File: src/rtl/fp_div_pkg.sv
// Shared types and constants for the FP divider back end:
// the special-case encoding, exponent limits and the stage-1 payload.
package fp_div_pkg;

   typedef enum logic [1:0] {
      SP_NORMAL = 2'b00,
      SP_ZERO   = 2'b01,
      SP_INF    = 2'b10,
      SP_NAN    = 2'b11
   } special_e;

   localparam int          BIAS      = 127;
   localparam int          EXP_MAX   = 255;
   localparam logic [31:0] QNAN      = 32'h7FC00000;
   localparam int          EXP_W_DEF = 10;
   // One guard bit above the input exponent so +/-1 adjustments never wrap.
   localparam int          EW        = EXP_W_DEF + 1;

   typedef struct packed {
      logic                 sign;
      logic signed [EW-1:0] e;
      logic [23:0]          mant24;
      logic                 g;
      logic                 s;
      special_e             special;
   } s1_payload_t;

endpackage

File: src/rtl/fp_div_norm_round_rne.sv
// Round-to-nearest-even on a normalised 24-bit significand with guard/sticky.
// A carry out means the significand rolled over to 2.0; frac is then zero.
module fp_rne_round (
   input  logic [23:0] mant24_i,
   input  logic        g_i,
   input  logic        s_i,
   output logic [22:0] frac_o,
   output logic        carry_o,
   output logic        nx_o
);

   logic up;

   assign up      = g_i & (s_i | mant24_i[0]);
   // Stored fraction wraps to zero exactly when the full significand carries out.
   assign frac_o  = mant24_i[22:0] + {22'b0, up};
   assign carry_o = up & (&mant24_i);
   assign nx_o    = g_i | s_i;

endmodule

File: src/rtl/fp_div_norm_round.sv
// Two-stage normalise / round / pack back end of the binary32 divider with
// a valid/ready handshake and full backpressure. Subnormals flush to zero.
module fp_div_norm_round
   import fp_div_pkg::*;
#(
   parameter int EXP_W = EXP_W_DEF,
   parameter int QW    = 26
) (
   input  logic             clk,
   input  logic             rst,
   input  logic             in_valid,
   output logic             in_ready,
   input  logic             in_sign,
   input  logic [EXP_W-1:0] in_exp,
   input  logic [QW-1:0]    in_q,
   input  logic             in_rem_nz,
   input  logic [1:0]       in_special,
   output logic             out_valid,
   input  logic             out_ready,
   output logic [31:0]      out_result,
   output logic             out_ovf,
   output logic             out_unf,
   output logic             out_nx
);

   localparam logic signed [EW-1:0] E_ONE  = 1;
   localparam logic signed [EW-1:0] E_ZERO = 0;
   localparam logic signed [EW-1:0] E_MAX  = EW'(EXP_MAX);

   logic                 s1_valid_q, s2_valid_q;
   logic                 s1_adv, s2_adv;
   s1_payload_t          s1_q, s1_d;
   logic signed [EW-1:0] exp_ext;

   logic [31:0]          res_q, res_d;
   logic                 ovf_q, ovf_d, unf_q, unf_d, nx_q, nx_d;

   logic [22:0]          rnd_frac;
   logic                 rnd_carry, rnd_nx;
   logic signed [EW-1:0] e2;

   assign s2_adv   = !s2_valid_q | out_ready;
   assign s1_adv   = !s1_valid_q | s2_adv;
   assign in_ready = s1_adv;

   assign exp_ext  = EW'($signed(in_exp));

   // Stage 1: pick the leading one of the quotient, derive guard and sticky.
   always_comb begin
      s1_d         = '0;
      s1_d.sign    = in_sign;
      s1_d.special = special_e'(in_special);
      if (in_q[QW-1]) begin
         s1_d.mant24 = in_q[QW-1:QW-24];
         s1_d.g      = in_q[1];
         s1_d.s      = in_q[0] | in_rem_nz;
         s1_d.e      = exp_ext;
      end else begin
         s1_d.mant24 = in_q[QW-2:QW-25];
         s1_d.g      = in_q[0];
         s1_d.s      = in_rem_nz;
         s1_d.e      = exp_ext - E_ONE;
      end
   end

   fp_rne_round u_rne (
      .mant24_i (s1_q.mant24),
      .g_i      (s1_q.g),
      .s_i      (s1_q.s),
      .frac_o   (rnd_frac),
      .carry_o  (rnd_carry),
      .nx_o     (rnd_nx)
   );

   assign e2 = $signed(s1_q.e) + $signed({{(EW-1){1'b0}}, rnd_carry});

   // Stage 2: range check after rounding, then pack; specials bypass rounding.
   always_comb begin
      res_d = '0;
      ovf_d = 1'b0;
      unf_d = 1'b0;
      nx_d  = 1'b0;
      case (s1_q.special)
         SP_ZERO: res_d = {s1_q.sign, 31'h0};
         SP_INF:  res_d = {s1_q.sign, 8'hFF, 23'h0};
         SP_NAN:  res_d = QNAN;
         default: begin
            if (e2 >= E_MAX) begin
               res_d = {s1_q.sign, 8'hFF, 23'h0};
               ovf_d = 1'b1;
               nx_d  = 1'b1;
            end else if (e2 <= E_ZERO) begin
               res_d = {s1_q.sign, 31'h0};
               unf_d = 1'b1;
               nx_d  = 1'b1;
            end else begin
               res_d = {s1_q.sign, e2[7:0], rnd_frac};
               nx_d  = rnd_nx;
            end
         end
      endcase
   end

   always_ff @(posedge clk) begin
      if (rst) begin
         s1_valid_q <= 1'b0;
         s2_valid_q <= 1'b0;
         s1_q       <= '0;
         res_q      <= '0;
         ovf_q      <= 1'b0;
         unf_q      <= 1'b0;
         nx_q       <= 1'b0;
      end else begin
         if (s1_adv) begin
            s1_valid_q <= in_valid;
            if (in_valid) s1_q <= s1_d;
         end
         if (s2_adv) begin
            s2_valid_q <= s1_valid_q;
            if (s1_valid_q) begin
               res_q <= res_d;
               ovf_q <= ovf_d;
               unf_q <= unf_d;
               nx_q  <= nx_d;
            end
         end
      end
   end

   assign out_valid  = s2_valid_q;
   assign out_result = res_q;
   assign out_ovf    = ovf_q;
   assign out_unf    = unf_q;
   assign out_nx     = nx_q;

endmodule

File: config.mk
export PLATFORM = sky130hd
export DESIGN_NAME = fp_div_norm_round
export DESIGN_NICKNAME = d
export VERILOG_FILES = /design/src/rtl/fp_div_pkg.sv /design/src/rtl/fp_div_norm_round_rne.sv /design/src/rtl/fp_div_norm_round.sv
export SDC_FILE = /design/constraint.sdc
export NUM_CORES = 1
export LEC_CHECK = 0
export CAP_MARGIN = 20
export CELL_PAD_IN_SITES_DETAIL_PLACEMENT = 2
export CELL_PAD_IN_SITES_GLOBAL_PLACEMENT = 2
export CORE_MARGIN = 2
export CORE_UTILIZATION = 30
export CTS_CLUSTER_SIZE = 20
export DETAILED_ROUTE_END_ITERATION = 8
export PLACE_DENSITY = 0.87
export RECOVER_POWER = 50
export SYNTH_ARGS = -nofsm -noshare
export SYNTH_HDL_FRONTEND = slang
export SYNTH_SLANG_ARGS = --single-unit
File: constraint.sdc
create_clock -name clk -period 3.6 [get_ports clk]
set_clock_uncertainty 0.1 [all_clocks]
set_input_delay 0.36 -clock clk [delete_from_list [all_inputs] [get_ports clk]]
set_output_delay 0.36 -clock clk [all_outputs]
set_load 0.02 [all_outputs]
* After elaboration in Yosys (flattened, before gate mapping)
Cells that the tools add are included.
** Cells by class
- Muxes and demuxes :: 12
- Bitwise gates (word level) :: 7
- $lt $le $gt $ge :: 2
- Reduce and logical (&&, ||, !) cells :: 6
- Add/sub/neg operators :: 3
- Equality and inequality tests :: 3
** Operators by type and width (count)
- case mux 32 bit (3 select lines) :: 1
- two-way mux 31 bit :: 2
- two-way mux 37 bit :: 1
- AND reduction 24 bit :: 1
- adder 23 x 1 -> 23 bit :: 1
- adder 11 x 2 -> 11 bit :: 1
- greater-or-equal comparator 11 x 9 -> 1 bit (second input constant) :: 1
- <= comparator 11 x 1 -> 1 bit (second input constant) :: 1
- subtractor 10 x 2 -> 11 bit (second input constant) :: 1
- two-way mux 1 bit :: 8
- bitwise OR 1 bit :: 5
- == test 2 bit (second input constant) :: 2
- AND reduction 2 bit :: 2
- OR reduction 3 bit :: 1
- bitwise AND 1 bit :: 2
- == test 2 x 1 -> 1 bit (second input constant) :: 1
- zero test 1 bit :: 2
** Storage, ports and cells
- Output and inout bits :: 37
- Logic and storage cells :: 45
- Input bits :: 44
- Flip-flop bits (word level) :: 77

* Longest topological paths before layout
Gate-level depths: netlist (run 1).
- Word-level depth :: 8
- Gate-level depth with buffers :: 13
- Mapped depth without buffers :: 12

* Modules after synthesis
Synthesis (run 1) repeated with hierarchy kept, for this count alone.
** Second synthesis, totals
- Cell total of the unflattened synthesis :: 478
- Area total of the unflattened synthesis :: 4200.3 µm²
** Modules (own cells, without submodules)
- fp_div_norm_round :: cells an instance 414, area an instance 3748.6 µm², seq. area each 1541.5 µm², times used 1
- fp_rne_round :: cells an instance 64, area an instance 451.7 µm², seq. area each 0.0 µm², times used 1

* Worst setup path after synthesis (run 1)
OpenSTA, ideal clock, no wires.
- Path type :: reg2reg
- Start :: register s1_q[15] in the netlist's numbering
- End :: register res_q[8], in the netlist out_result[8]
- Arrival :: 2.875 ns
- Stages on the path, launching flop included :: 13
- Setup slack :: 0.558 ns
- Setup time :: 0.067 ns
- Data required time :: 3.433 ns
- Period minus slack after synthesis :: 3.042 ns
- Path buffers :: 1
- Path through :: dfxtp_1 > and4_1 > nand3_1 > nor3_1 > ha_1 > ha_1 > nand3_1 > o21ai_1 > o31ai_2 > a41o_2 > or4b_4 > buf_6 > o21ai_2
** On the way
- Cells in the longest elaborated chain, start to end :: 7
- Elaborated cells between the ends (all ways) :: 8
- Those cells by class :: add/sub: 1; order compare: 2; mux: 3; bitwise: 1; reduce/logical: 1
** RTL lines
- start: declaration :: RTL line fp_div_norm_round.sv:32 : s1_payload_t s1_q, s1_d;
- start signal: assignment :: RTL line fp_div_norm_round.sv:108 : s1_q <= '0;
- start signal: assignment :: RTL line fp_div_norm_round.sv:116 : if (in_valid) s1_q <= s1_d;
- AND reduction 24 bit (*) :: RTL line fp_div_norm_round_rne.sv:17 : assign carry_o = up & (&mant24_i);
- bitwise AND 1 bit (*) :: RTL line fp_div_norm_round_rne.sv:17
- adder 11 x 2 -> 11 bit (*) :: RTL line fp_div_norm_round.sv:75 : assign e2 = $signed(s1_q.e) + $signed({{(EW-1){1'b0}}, rnd_carry});
- <= comparator 11 x 1 -> 1 bit :: RTL line fp_div_norm_round.sv:92 : end else if (e2 <= E_ZERO) begin
- two-way mux 31 bit :: RTL line fp_div_norm_round.sv:92
- two-way mux 31 bit (*) :: RTL line fp_div_norm_round.sv:88 : if (e2 >= E_MAX) begin
- case mux 32 bit (3 select lines) (*) :: RTL line fp_div_norm_round.sv:83 : case (s1_q.special)
- end signal: assignment :: RTL line fp_div_norm_round.sv:121 : res_q <= res_d;
- end: declaration :: RTL line fp_div_norm_round.sv:35 : logic [31:0] res_q, res_d;
Every way passes the cells marked *; elsewhere a longest branch is shown, timed or not.
A chain may end at the register's enable or synchronous reset.

* Worst setup path after layout (run 1)
- Start :: register s1_q[15] in the netlist's numbering
- End :: register res_q[18], in the netlist out_result[18]
** On the way
- Cells in the longest elaborated chain, start to end :: 7
- Elaborated cells between the ends (all ways) :: 9
- Those cells by class :: add/sub: 2; order compare: 2; mux: 3; bitwise: 1; reduce/logical: 1
** RTL lines (RTL line)
- AND reduction 24 bit :: fp_div_norm_round_rne.sv:17
- bitwise AND 1 bit :: fp_div_norm_round_rne.sv:17
- adder 11 x 2 -> 11 bit :: fp_div_norm_round.sv:75
- <= comparator 11 x 1 -> 1 bit :: fp_div_norm_round.sv:92
- two-way mux 31 bit :: fp_div_norm_round.sv:92
- two-way mux 31 bit (*) :: fp_div_norm_round.sv:88
- case mux 32 bit (3 select lines) (*) :: fp_div_norm_round.sv:83
Marked as above.

==> impl_metrics.yaml, run 1 <==
global_route:
  grt_use_total_pct: 19.07
  grt_pass1_wl_um: 20070
  met2_usage_pct: 34.10
  grt_max_degree: 56
  first_global_vias: 3879
  antenna_found_initial: 0
  groute.layer.met1.usage_pct: 22.85
  top_usage_layer: "met2"
  overflow: 0
  use_met3_pct: 3.605
worst_setup_path:
  timing.rr.end: "out_result[18]"
  ff2ff_path_depth: 10
  r2r_slack_ns: 0.20
  cp.required_ns: 3.78
  crit_type: "reg -> reg"
  path_max_fanout: 11
  worstPathArrival_ns: 3.58
  reg2reg_from: "s1_q[15]"
  startpoint_type: "register"
  crit_start: "s1_q[15]"
  endpoint_kind: "register"
  critPathCapture: "out_result[18]"
pwr:
  switching_share_pct: 27.42
  seq_power_share_pct: 43.1
  p_int_w: 0.001608
  power_frac_comb_pct: 15.2
  p_leak_nw: 1.945
  ir_drop_v: 0.0002346
  power_density_nw_per_um2: 430.2
  switchingPower_w: 0.0006074
  pwr-share-clk_pct: 41.6
logic_synthesis:
  synth-warning-count: 0
  syn_area_um2: 3835
  syn_nets: 494
  synth_edf_count: 0
  synth.avg_cell_area_um2: 8.618
  synth-seq-cells: 77
  synthCells: 445
  synth_seq_area_share_pct: 40.20
  synth_cell_types: 49
  synthFlopType: "dfxtp_1"
  async_flop_share_pct: 0
layout:
  mostFrequentLayoutCells: "77 x dfxtp_1, 65 x nor2_1, 46 x nand2_1"
  layout-drive-gt1-share_pct: 10.69
  nFillCells: 1394
  syn2layout_area_growth_pct: 34.29
  mostFrequentLayoutCell: "dfxtp_1"
  n_antenna_cell: 0
  finalNonFillerCells: 696
  finalNetCount: 568
die:
  die_y_um: 117.1
  rows: 41
  io_pins: 81
  dieWidth_um: 117.1
  core_area_um2: 12570
  dieArea_um2: 13700
  start_util_pct: 30.51
clocking:
  h-tree-depth: 3
  clock_latency_ns: 0.35
  clock_sinks: 77
  clk_pin_slew_ns: 0.06
  cts-root-buf: "clkbuf_16"
  cts_tree: "done"
  cts_hold_buf: 0
  ctsLongestPathBuffers: 2
  cts_buffers: 9
detailed_routing:
  vias_per_cell: 5.158
  drc: 0
  ant_nets: 0
  num_vias: 3590
  drt_first_pass_iters: 5
  wl_per_cell_um: 18.75
  first_iter_violations: 111
  routed_wirelength_um: 13050
sta:
  fin_setup_tns_ns: 0
  slew_viol_final: 38
  fin_crit_sh_pct: 94.55
  max_freq_mhz: 293.8
  tightest_slew_ns: 2.033
  setup_viol: 0
  finalCriticalPeriod_ns: 3.404
  hold_viol: 0
  max_slew_margin_pct: -35.64
run:
  drv_cap: 1
place:
  dp_hpwl_um: 8982
  gp_congestion: 0.7891
  portBuffers: 80
  dp_cells: 678
worst_hold_path:
  hold_path_class: "reg -> reg"
outcome:
  violations: "max-capacitance violations, max-slew violations"
  outcome: "finished with violations"
-- per-layer routing --
| metal | share of wire [%] | vias up |
|---|---|---|
| li1 | - | 1735 |
| met1 | 44 | 1757 |
| met2 | 50 | 77 |
| met3 | 3.2 | 21 |
| met4 | 2.5 | 0 |
| met5 | 0 | - |
-- sequential cells by signal (all words and copies together), names as in the netlist --
name / cells
s1_q: 40
out_result: 32
out_nx: 1
out_ovf: 1
out_unf: 1
out_valid: 1
s1_valid_q: 1
-- Yosys cell counts, types with 2 or more instances --
master / number / area share [%]
o21ai_2: 20 / 4.6
buf_2: 2 / 0.26
nor4_1: 3 / 0.49
xor2_1: 18 / 4.1
clkbuf_1: 17 / 1.7
xnor2_1: 20 / 4.6
nor2_1: 65 / 6.4
nand4_1: 7 / 1.1
o21ai_0: 6 / 0.78
o32ai_1: 2 / 0.46
buf_1: 4 / 0.39
and4_1: 4 / 0.91
a21oi_1: 9 / 1.2
ha_1: 5 / 1.6
nand2_1: 46 / 4.5
a2111oi_0: 3 / 0.69
or3_1: 2 / 0.33
clkbuf_2: 2 / 0.26
mux2i_1: 24 / 6.3
buf_6: 2 / 0.59
nor2b_1: 2 / 0.33
a211oi_1: 38 / 7.4
nand2b_1: 4 / 0.65
o21a_1: 3 / 0.59
nand3_1: 13 / 1.7
dfxtp_1: 77 / 40
inv_1: 6 / 0.59
nor3_1: 20 / 2.6
-- per-stage QoR --
step                total power [W]  utilization [%]  hold slack [ns]  setup WS [ns]  instance area [um2]
global placement           0.001279            38.04           0.3400         0.1807                 4781
global route               0.002311            40.98           0.3927      -0.009681                 5150
floorplan                  0.001147                -           0.3362         0.5582                 3835
CTS                        0.002218            40.47           0.3683        0.03875                 5086
detailed placement         0.001298            38.04           0.3539        0.01054                 4781
finish                     0.002215            40.98           0.3566         0.1962                 5150
-- what timing repair did --
item	in CTS	in global routing
setup endpoints to repair	23	25
pin swaps	1	3
resized for setup	3	11
buffers inserted	0	0
cloned	0	2
-- critical path, stage by stage (launching register included) --
cell     delay [ns]
dfxtp_1        0.43
and4_1         0.27
nand3_1        0.18
nor3_2         0.23
ha_1           0.22
ha_2           0.24
nand3_2        0.16
nor3_2         0.35
xor2_1         0.23
or4b_4         0.74
o21ai_2        0.18
-- logic make-up after synthesis --
logic type	synth area share, %
fa+ha+maj	1.631
simple gates	21.73
xor+xnor	8.679
flops	40.20
compound gates	17.75
buf+inv	3.752
mux	6.264
-- power groups by stage --
| stage | Sequential, W | Combinational (W) | Clock (W) |
|---|---|---|---|
| CTS | 0.000956 | 0.000332 | 0.000930 |
| detailed placement | 0.000973 | 0.000325 | 0 |
| floorplan | 0.000971 | 0.000176 | 0 |
| global placement | 0.000967 | 0.000312 | 0 |
| global route | 0.000963 | 0.000368 | 0.000980 |
| finish | 0.000956 | 0.000337 | 0.000922 |
-- final cells by class --
cell class | instances | area (um2) | share of cell area (%)
Clock inverter | 4 | 47.55 | 0.9232
Tap cell | 172 | 215.2 | 4.179
Timing Repair Buffer | 88 | 847.1 | 16.45
Multi-Input combinational cell | 337 | 2230 | 43.29
Inverter | 6 | 22.52 | 0.4373
Sequential cell | 77 | 1541 | 29.93
Clock buffer | 12 | 246.5 | 4.786
-- how the worst min path moves through the flow --
stage | cells past startpoint | start | to
5_1_grt | 2 | out_result[15] | out_result[15]
6_report | 2 | out_result[4] | out_result[4]
4_1_cts | 2 | out_result[4] | out_result[4]
2_1_floorplan | 2 | s1_q[28] | s1_q[28]
3_5_place_dp | 2 | out_result[4] | out_result[4]
3_3_place_gp | 2 | out_result[5] | out_result[5]
(Power assumes the default switching activity.)
==> run 2, diff against run 1 <==
==> constraint.sdc (replaced) <==
create_clock -name clk -period 3.6 [get_ports clk]
set_clock_uncertainty 0.1 [all_clocks]
set_input_delay 0.54 -clock clk [delete_from_list [all_inputs] [get_ports clk]]
set_output_delay 0.54 -clock clk [all_outputs]
set_load 0.02 [all_outputs]
==> run 2 against run 1 <==
The flow now finishes without violations. Hold slack got worse by 0.0042 ns. Cell area fell by 0.29%. Die area did not move. Sequential cell count did not move. Critical path depth rose by 2. Core utilization fell by 0.12 points. Critical endpoint is now out_result[11]. Largest cell class unchanged. Largest power group unchanged.
==> impl_metrics.yaml, run 2 (synthesized netlist as in run 1, its figures left out) <==
detailed_routing:
  routed_wirelength_um: 13810
  vias_per_cell: 5.255
  first_iter_violations: 146
  drc: 0
  drt_first_pass_iters: 4
  ant_nets: 0
  wl_per_cell_um: 19.86
  num_vias: 3652
clocking:
  cts_tree: "done"
  ctsLongestPathBuffers: 2
  cts_buffers: 9
  clock_sinks: 77
  cts-root-buf: "clkbuf_16"
  clk_pin_slew_ns: 0.06
  clock_latency_ns: 0.35
  h-tree-depth: 3
worst_setup_path:
  ff2ff_path_depth: 12
  cp.required_ns: 3.77
  reg2reg_from: "s1_q[15]"
  path_max_fanout: 9
  worstPathArrival_ns: 3.69
  r2r_slack_ns: 0.09
  timing.rr.end: "out_result[11]"
  endpoint_kind: "register"
  startpoint_type: "register"
  crit_type: "reg -> reg"
worst_hold_path:
  hold_path_class: "reg -> reg"
  holdPathStages: 2
  whs_endpoint: "out_result[4]"
  hold_start: "out_result[4]"
die:
  core_area_um2: 12570
  dieArea_um2: 13700
  dieWidth_um: 117.1
  rows: 41
  start_util_pct: 30.51
  io_pins: 81
  die_y_um: 117.1
layout:
  mostFrequentLayoutCell: "dfxtp_1"
  mostFrequentLayoutCells: "75 x dfxtp_1, 64 x nor2_1, 46 x nand2_1"
  regMostFlops: "s1_q"
  syn2layout_area_growth_pct: 33.90
  nFillCells: 1385
  layout-drive-gt1-share_pct: 11.47
  finalNetCount: 568
  n_antenna_cell: 0
  largest_reg_flops: 40
  fin_area_um2: 5135
sta:
  max_freq_mhz: 284.7
  max_slew_margin_pct: 6.546
  finalCriticalPeriod_ns: 3.512
  fin_crit_sh_pct: 97.55
  setup_viol: 0
  tightest_slew_ns: 1.402
  slew_viol_final: 0
  hold_viol: 0
pwr:
  ir_drop_v: 0.0002488
  p_leak_nw: 1.952
  power_density_nw_per_um2: 415.2
  power_w: 0.002132
global_route:
  first_global_vias: 4030
  grt_max_degree: 73
  grt_pass1_wl_um: 21870
  antenna_found_initial: 0
  grt_use_total_pct: 20.94
  overflow: 0
place:
  portBuffers: 80
  gp_congestion: 0.8017
  dp_hpwl_um: 9189
  place_area_um2: 4781
run:
  drv_cap: 0
outcome:
  outcome: "finished, final reports clean"
[run 2: changes by cell type in the layout (fill, tap and decap cells not counted), sizes merged]
| cell | previous run | this run |
|---|---|---|
| clkinvlp | 1 | 0 |
| clkbuf | 13 | 15 |
| or4b | 3 | 2 |
| bufinv | 1 | 0 |
[run 2: worst max-delay path by stage]
| stage | end | start | cells after the start | slack, ns |
|---|---|---|---|---|
| floorplan | out_result[8] | s1_q[15] | 12 | 0.56 |
| global placement | out_result[2] | s1_q[15] | 11 | 0.16 |
| detailed placement | out_result[2] | s1_q[15] | 11 | -0.23 |
| CTS | out_result[27] | s1_q[10] | 11 | 0.006 |
| global route | out_result[11] | s1_q[15] | 12 | -0.02 |
| finish | out_result[11] | s1_q[15] | 12 | 0.09 |
[run 2: power by group]
part | switching [W] | total [W] | internal (W)
combinational | 0.000186 | 0.000339 | 0.000152
sequential | 0.0000578 | 0.000960 | 0.000902
clock | 0.000353 | 0.000833 | 0.000480
total | 0.000597 | 0.00213 | 0.00153
[run 2: timing repair]
action / 4_1_cts / 5_1_grt
setup endpoints to repair: 23 / 29
pin swaps: 1 / 0
setup buffers: 1 / 0
gates cloned: 1 / 0
gates resized for setup: 5 / 14
hold buffers: 0 / 0
[run 2: critical path: stages (launching register included)]
cell and delay [ns]:
dfxtp_1 0.41, and4_1 0.28, nand3_2 0.15, nor3_2 0.24, ha_2 0.25, ha_2 0.25, nand3_2 0.20, o21ai_2 0.25
o31ai_4 0.12, a41o_4 0.30, or4b_4 0.55, buf_12 0.18, o21ai_2 0.15
[run 2: layer usage]
layer | up-vias | track usage [%] | share of wire, %
li1 | 1741 | - | -
met1 | 1817 | 23.97 | 43
met2 | 71 | 38.73 | 52
met3 | 23 | 3.553 | 3.2
met4 | 0 | 8.157 | 2.1
met5 | - | 0 | 0
[run 2: cell type report]
cell class | instances | area (um2) | share of cell area (%)
clock buffers | 13 | 250.2 | 4.873
clock inverters | 2 | 10.01 | 0.1949
inverters | 6 | 22.52 | 0.4386
multi-input cells | 336 | 2228 | 43.40
flip-flops and latches | 77 | 1544 | 30.07
well taps | 172 | 215.2 | 4.191
repair buffers | 89 | 864.6 | 16.84
[run 2: per-stage QoR]
| stage | util [%] | std cells | setup slack [ns] | TNS, ns | hold WS [ns] |
|---|---|---|---|---|---|
| 2_1_floorplan | - | 445 | 0.5582 | 0 | 0.3362 |
| 3_3_place_gp | 38.04 | 678 | 0.1572 | 0 | 0.3382 |
| 3_5_place_dp | 38.04 | 678 | -0.2339 | -0.5139 | 0.3501 |
| 4_1_cts | 40.46 | 695 | 0.005890 | 0 | 0.3634 |
| 5_1_grt | 40.86 | 695 | -0.01715 | -0.03627 | 0.3693 |
| 6_report | 40.86 | 695 | 0.08805 | 0 | 0.3523 |
==> run 3, diff against run 2 <==
==> constraint.sdc (replaced) <==
create_clock -name clk -period 3.6 [get_ports clk]
set_clock_uncertainty 0.1 [all_clocks]
set_input_delay 1.08 -clock clk [delete_from_list [all_inputs] [get_ports clk]]
set_output_delay 1.08 -clock clk [all_outputs]
set_load 0.02 [all_outputs]
==> run 3 against run 2 <==
Global-route usage fell by 1.5 points. Wire length fell by 6.7%. Non-clock buffer count rose by 1. Worst setup slack got worse by 0.057 ns. First-iteration DRC count fell by 39%. Combinational power fell by 1%. Largest cell class unchanged. Largest power group unchanged.
==> impl_metrics.yaml, run 3 (synthesized netlist as in run 1, its figures left out) <==
die:
  dieWidth_um: 117.1
  dieArea_um2: 13700
  start_util_pct: 30.51
  core_area_um2: 12570
  rows: 41
  io_pins: 81
  die_y_um: 117.1
global_route:
  overflow: 0
  first_global_vias: 3957
  grt_pass1_wl_um: 20360
  antenna_found_initial: 0
  grt_max_degree: 73
  grt_use_total_pct: 19.47
detailed_routing:
  ant_nets: 0
  drc: 0
  num_vias: 3570
  wl_per_cell_um: 18.50
  routed_wirelength_um: 12880
  first_iter_violations: 89
  vias_per_cell: 5.129
  drt_first_pass_iters: 4
clocking:
  cts_buffers: 9
  cts_setup_buffers: 0
  cts_tree: "done"
  clock_sinks: 77
  clk_pin_slew_ns: 0.06
  cts-root-buf: "clkbuf_16"
  cts_hold_buf: 0
  ctsLongestPathBuffers: 2
  h-tree-depth: 3
  clock_latency_ns: 0.33
layout:
  mostFrequentLayoutCells: "77 x dfxtp_1, 65 x nor2_1, 46 x nand2_1"
  syn2layout_area_growth_pct: 35.40
  largest_reg_flops: 40
  layout-drive-gt1-share_pct: 11.64
  n_antenna_cell: 0
  finalNetCount: 570
  regMostFlops: "s1_q"
  finalNonFillerCells: 696
  fin_area_um2: 5192
  nFillCells: 1407
  mostFrequentLayoutCell: "dfxtp_1"
worst_setup_path:
  timing.rr.end: "out_result[27]"
  path_max_fanout: 9
  crit_start: "s1_q[15]"
  worstPathArrival_ns: 3.68
  ff2ff_path_depth: 11
  reg2reg_from: "s1_q[15]"
  r2r_slack_ns: 0.03
  startpoint_type: "register"
  crit_type: "reg -> reg"
  cp.required_ns: 3.71
  endpoint_kind: "register"
place:
  portBuffers: 80
  gp_congestion: 0.7706
  place_ws_ns: -0.04438
  place_area_um2: 4808
  dp_hpwl_um: 8917
  dp_cells: 680
pwr:
  power_w: 0.002221
  power_density_nw_per_um2: 427.6
  ir_drop_v: 0.0002349
  p_leak_nw: 1.973
sta:
  fin_ws_ns: 0.03113
  finalCriticalPeriod_ns: 3.569
  rsz0062_at_grt: "yes"
  tightest_slew_ns: 1.410
  max_slew_margin_pct: 5.981
  setup_viol: 0
  fin_crit_sh_pct: 99.14
  slew_viol_final: 0
  max_freq_mhz: 280.2
  fin_setup_tns_ns: 0
  hold_viol: 0
worst_hold_path:
  hold_start: "out_result[19]"
  hold_path_class: "reg -> reg"
  holdPathStages: 2
  whs_endpoint: "out_result[19]"
run:
  drv_cap: 0
outcome:
  outcome: "finished, final reports clean"
-- run 3: changes by cell type in the layout (fill, tap and decap cells not counted), sizes merged --
cell	before	now
dlygate4sd3	37	34
bufinv	0	1
or4b	2	3
buf	9	10
dlymetal6s2s	0	1
clkdlybuf4s50	41	43
clkinv	2	0
-- run 3: repair_timing --
item,in CTS,in global routing
gates resized for setup,4,15
gates cloned,1,1
pin swaps,1,1
endpoints found under the setup margin,23,28
-- run 3: area by class of cell --
type / instances / area [um2] / area share [%]
clock buffer: 13 / 270.3 / 5.205
clock inverter: 1 / 30.03 / 0.5783
inverter: 6 / 22.52 / 0.4337
multi-input combinational: 337 / 2251 / 43.35
sequential: 77 / 1541 / 29.69
tap: 172 / 215.2 / 4.145
timing repair buffer: 90 / 862.1 / 16.60
-- run 3: worst max-delay path by stage --
stage,slack (ns),to,cells after the start
3_5_place_dp,-0.04,in_ready,4
5_1_grt,-0.13,out_result[27],11
3_3_place_gp,0.08,in_ready,4
2_1_floorplan,0.56,out_result[8],12
6_report,0.03,out_result[27],11
4_1_cts,0.03,in_ready,4
-- run 3: critical path, stage by stage (launching register included) --
cell and delay (ns):
dfxtp_1 0.42, and4_1 0.26, nand3_1 0.18, nor3_2 0.35, ha_2 0.29, ha_1 0.20, nand3_2 0.19, or2_0 0.32
o31ai_4 0.36, a41o_4 0.23, a21oi_1 0.15, a2111oi_1 0.40
-- run 3: per-stage QoR --
step                      util [%]  hold slack [ns]
after floorplan                  -           0.3362
after global placement       38.26           0.3380
after detailed placement     38.26           0.3514
after CTS                    40.86           0.3647
after global routing         41.31           0.3825
final                        41.31           0.3524
-- run 3: routing by layer --
| metal | routed length [um] | vias up | track usage (%) |
|---|---|---|---|
| met5 | 0 | - | 0 |
| met2 | 6725 | 78 | 36.03 |
| li1 | - | 1736 | - |
| met4 | 160 | 0 | 7.686 |
| met3 | 404 | 15 | 2.678 |
| met1 | 5587 | 1741 | 22.63 |
-- run 3: power breakdown --
group | switching, W | total [W] | internal [W]
Combinational | 0.000183 | 0.000335 | 0.000152
Sequential | 0.0000538 | 0.000955 | 0.000902
Clock | 0.000343 | 0.000930 | 0.000586
Total | 0.000580 | 0.00222 | 0.00164
